===== src/rtl/route_interlock_ctrl.sv =====
// route_interlock_ctrl: per-route IDLE/WAIT/SET/RELEASE interlock with lowest-index arbitration; APPROACH_LOCK_EN enables timed release.
module route_interlock_ctrl #(
  parameter int N_ROUTES = 8,
  parameter logic [N_ROUTES*N_ROUTES-1:0] CONFLICT = '0,
  parameter int RELEASE_CYCLES = 16
) (
  input  logic                i_clk,
  input  logic                i_rst,
  input  logic [N_ROUTES-1:0] i_req,
  output logic [N_ROUTES-1:0] o_grant,
  output logic [N_ROUTES-1:0] o_wait,
  output logic [N_ROUTES-1:0] o_release,
  output logic                o_fault
);
  typedef enum logic [1:0] {IDLE, WAIT, SET, RELEASE} state_e;
  if (N_ROUTES < 2 || N_ROUTES > 32 || RELEASE_CYCLES < 1) begin : g_bad_params
    $error("route_interlock_ctrl: parameter out of range");
  end
  state_e st_q [N_ROUTES];
  state_e st_d [N_ROUTES];
  logic [N_ROUTES-1:0] hold, cand, win;
  logic fault_d;
`ifdef APPROACH_LOCK_EN
  localparam int CW = $clog2(RELEASE_CYCLES + 1);
  logic [CW-1:0] cnt_q [N_ROUTES];
  logic [CW-1:0] cnt_d [N_ROUTES];
`endif
  function automatic logic conf(input int k, input int j);
    return (k != j) && (CONFLICT[k*N_ROUTES+j] || CONFLICT[j*N_ROUTES+k]);
  endfunction
  always_comb begin
    hold = '0;
    cand = '0;
    win = '0;
    fault_d = o_fault;
    for (int k = 0; k < N_ROUTES; k++)
      hold[k] = (st_q[k] == SET) || (st_q[k] == RELEASE);
    for (int k = 0; k < N_ROUTES; k++) begin
      cand[k] = ((st_q[k] == IDLE) || (st_q[k] == WAIT)) && i_req[k];
      for (int j = 0; j < N_ROUTES; j++)
        if (conf(k, j) && hold[j]) cand[k] = 1'b0;
    end
    for (int k = 0; k < N_ROUTES; k++) begin
      win[k] = cand[k];
      for (int j = 0; j < k; j++)
        if (conf(k, j) && cand[j]) win[k] = 1'b0;
    end
    for (int k = 0; k < N_ROUTES; k++)
      for (int j = k + 1; j < N_ROUTES; j++)
        if (conf(k, j) && hold[k] && hold[j]) fault_d = 1'b1;
    for (int k = 0; k < N_ROUTES; k++) begin
      st_d[k] = st_q[k];
`ifdef APPROACH_LOCK_EN
      cnt_d[k] = cnt_q[k];
`endif
      case (st_q[k])
        IDLE, WAIT: st_d[k] = !i_req[k] ? IDLE : win[k] ? SET : WAIT;
`ifdef APPROACH_LOCK_EN
        SET: begin
          st_d[k] = i_req[k] ? SET : RELEASE;
          cnt_d[k] = i_req[k] ? cnt_q[k] : CW'(RELEASE_CYCLES - 1);
        end
        default: begin
          st_d[k] = (cnt_q[k] == '0) ? IDLE : RELEASE;
          cnt_d[k] = (cnt_q[k] == '0) ? '0 : cnt_q[k] - 1'b1;
        end
`else
        SET: st_d[k] = i_req[k] ? SET : IDLE;
        default: st_d[k] = IDLE;
`endif
      endcase
    end
  end
  always_ff @(posedge i_clk) begin
    if (i_rst) begin
      for (int k = 0; k < N_ROUTES; k++) begin
        st_q[k] <= IDLE;
`ifdef APPROACH_LOCK_EN
        cnt_q[k] <= '0;
`endif
      end
      o_grant <= '0;
      o_wait <= '0;
`ifdef APPROACH_LOCK_EN
      o_release <= '0;
`endif
      o_fault <= 1'b0;
    end else begin
      for (int k = 0; k < N_ROUTES; k++) begin
        st_q[k] <= st_d[k];
        o_grant[k] <= st_d[k] == SET;
        o_wait[k] <= st_d[k] == WAIT;
`ifdef APPROACH_LOCK_EN
        cnt_q[k] <= cnt_d[k];
        o_release[k] <= st_d[k] == RELEASE;
`endif
      end
      o_fault <= fault_d;
    end
  end
`ifndef APPROACH_LOCK_EN
  assign o_release = '0;
`endif
endmodule


===== config.mk =====
export PLATFORM = sky130hd
export DESIGN_NAME = route_interlock_ctrl
export DESIGN_NICKNAME = d
export VERILOG_FILES = /design/src/rtl/route_interlock_ctrl.sv
export SDC_FILE = /design/constraint.sdc
export NUM_CORES = 1
export LEC_CHECK = 0
export CORE_MARGIN = 2
export CORE_UTILIZATION = 41
export CTS_CLUSTER_DIAMETER = 40
export CTS_CLUSTER_SIZE = 30
export DETAILED_ROUTE_END_ITERATION = 7
export PLACE_DENSITY = 0.76
export SLEW_MARGIN = 10
export SYNTH_ARGS = -nofsm -noshare
export SYNTH_HDL_FRONTEND = slang
export SYNTH_SLANG_ARGS = --single-unit

===== constraint.sdc =====
create_clock -name i_clk -period 0.9 [get_ports i_clk]
set_clock_uncertainty 0.05 [all_clocks]
set_input_delay 0.225 -clock i_clk [delete_from_list [all_inputs] [get_ports i_clk]]
set_output_delay 0.225 -clock i_clk [all_outputs]
set_load 0.03 [all_outputs]

==> Implementation_results.wiki <==
{| class="wikitable"
! Metric !! Value
|-
| Slowest-stage cell, CP || dfxtp_2
|-
| Leakage power || 0.595 nW
|-
| CP Cell Sequence || buf_6
|-
| Unrepaired setup endpoints after global routing || yes
|-
| Core area || 2020 um^2
|-
| Max frequency || 0.952 GHz
|-
| #FFs+latches synth || 32
|-
| Wire length per cell after detailed routing || 9.36 um
|-
| Startpoint of the lowest-slack hold path || st_q[0][12]
|-
| Leftover overflow at the end of global routing || 0
|-
| Final critical-path required period || 1.05 ns
|-
| Buffer count from post-CTS setup fixing || 0
|-
| Total of fill cells in the finished design || approximately 160
|-
| Share of final-layout standard cells stronger than drive strength 1 || 0.405
|-
| TritonCTS clock tree || yes
|-
| Status || finished with violations
|-
| Share of Yosys cell area claimed by the top area cell type || 0.712
|-
| Kind of end point of the critical path || primary output
|-
| Post-route worst hold slack || 0.382 ns
|-
| Number of non-filler instances in the completed layout || 143
|-
| Buf+Inv Stages, Crit Path || 1
|-
| Total Power || between 2 and 3 mW
|-
| Growth of design area from synthesis to finish || 45.6%
|-
| Width of the chip || 50.8 um
|-
| Beginning of the worst register-to-register path || st_q[0][9]
|-
| Gate Count Post-Synth || 68
|-
| Startpoint-to-endpoint class of the critical path || flip-flop to primary output
|-
| Routability congestion estimate from global placement || roughly 0.64
|-
| Count of endpoints failing hold in the final timing report || 0
|-
| Worst setup path start || o_grant[2]
|-
| Starting DRT DRC Count || 4
|-
| Largest net degree at the start of global routing || 11
|-
| Overall die height || roughly 51 um
|-
| Number of remaining DRC errors || 0
|-
| Final core utilization || 0.648
|-
| Effective utilization at floorplan || 0.445
|-
| Clock Path Buffers || 2
|-
| Seq/Total Area, Yosys || 0.712
|-
| Via count || between 500 and 600
|-
| Initial antenna violation count || 0
|-
| Arrival time of the worst setup path || 0.78 ns
|-
| Hold Path Stages || 1
|-
| Critical path startpoint category || flip-flop
|-
| Total placed cells including tap cells || 135
|-
| Vias in the first global route || 557
|-
| Overall global routing resource usage || 0.123
|-
| CP Max Fanout || 1
|-
| Setup violators final || 16
|-
| Global routing met1 resource utilization || 0.100
|-
| Clock-pin slew on the worst setup and hold paths || 0.09 ns
|-
| Maximum vdd ir drop || between 1 and 1.5 mV
|-
| Root Buffer || clkbuf_4
|-
| Antenna diode instance count || 0
|-
| Most utilized layer in the global route result || met2
|-
| Violated checks || setup timing
|-
| Post-route clock period utilization || 1.17
|-
| Core Rows || 16
|-
| Worst setup slack before clock tree synthesis || -0.295 ns
|-
| Summed area of non-filler cells in the final layout || 1310 um^2
|-
| Cell area after synthesis || ~900 um^2
|-
| Count of synthesis-stage warnings from yosys || 0
|-
| Synth top area cells || dfxtp_1 (71%), a211oi_1 (11%), buf_4 (7.5%), a211oi_2 (4.2%), inv_1 (3.3%)
|-
| GR met3 Demand/Resource || 0.0585
|-
| Post-detail-place hpwl || roughly 990 um
|-
| Final total negative setup slack || -2.31 ns
|-
| Antenna viol nets, final || 0
|-
| Post-Synthesis Mean Instance Area || 13.2 um^2
|-
| Met2 Usage GRT || 0.224
|-
| Placed Instance Area || 1160 um^2
|-
| Die area || approximately 2600 um^2
|-
| Worst path top cell family by delay || flip-flops
|-
| Class of the worst hold path || flip-flop to flip-flop
|-
| First-pass iteration count of the detailed router || 4
|-
| # clock sinks || 32
|-
| Drt via density || a little under 4
|-
| Clock H-tree levels || 2
|-
| Cell count of the worst reg-to-reg path || 1
|-
| Clock latency at the later pin of the worst-skew pair || 0.32 ns
|-
| Largest incremental delay on the critical path || 0.34 ns
|-
| Number of CTS-inserted buffers || 5
|-
| # IOs || 35
|-
| Number of nets in the final layout || 125
|-
| Cell taking the most area after synthesis || dfxtp_1
|-
| Count of maximum capacitance violations || 0
|-
| Power Dens Cells || 2050 nW/um^2
|-
| Count of port buffers added during placement || 25
|-
| Count of final max-slew check failures || 0
|-
| Critical path data required time || 0.62 ns
|-
| Final routed wirelength across all metal layers || 1.34 mm
|-
| Number of distinct library cell variants in the gate-level netlist after synthesis || 7
|-
| Wire length of the first global-routing pass || 2.16 mm
|-
| Setup WS post-layout || -0.150 ns
|-
| Path length in cells of the critical path || 1
|}
Yosys cell counts:
cell type	n
conb_1	1
buf_6	2
a211oi_1	13
buf_4	9
dfxtp_1	32
inv_1	8
a211oi_2	3
state kept, by name, indices dropped and copies added, names as in the netlist:
signal / cells
st_q: 16
o_grant: 8
o_wait: 8
layout make-up:
type	instances	area [um^2]	share of cell area
inverter	8	30.0	0.0229
sequential	32	661	0.504
clock inverter	2	10.0	0.00764
timing repair buffer	27	285	0.218
multi-input combinational	41	239	0.182
clock buffer	6	51.3	0.0392
tap	27	33.8	0.0258
what timing repair did:
action,CTS,global route
resized for setup,32,2
cloned,0,0
hold buffers,0,0
endpoints found under the setup margin,16,18
cells in the final DEF, fill, tap and decap left out:
master	instances
clkinv_2	2
a211oi_1	11
buf_6	16
dfxtp_2	16
clkdlybuf4s50_1	9
dfxtp_1	16
a211oi_2	5
inv_1	8
clkbuf_4	5
buf_4	2
clkbuf_8	1
conb_1	25
power by group:
group	total [mW]	switching (mW)	leakage (nW)	internal, mW
Sequential	1.54	0.0416	0.270	1.50
Clock	0.816	0.445	0.0380	0.371
Combinational	0.322	0.188	0.287	0.134
Total	2.68	0.675	0.595	2.01
final timing paths:
kind	slack, ns	to
hold / removal	0.38	o_grant[6]
hold reg to reg	0.38	o_grant[6]
setup reg to reg	0.20	st_q[0][9]
setup / recovery	-0.15	o_grant[2]
metal layers:
layer,part of all wire,vias up
li1,-,290
met1,0.35,246
met2,0.54,22
met3,0.080,5
met4,0.023,0
met5,0,-
kinds of logic after synthesis:
family,share of synthesized area
compound gates,0.150
buf+inv,0.134
flops,0.712
other cells,0.00417
(Power assumes the default switching activity.)
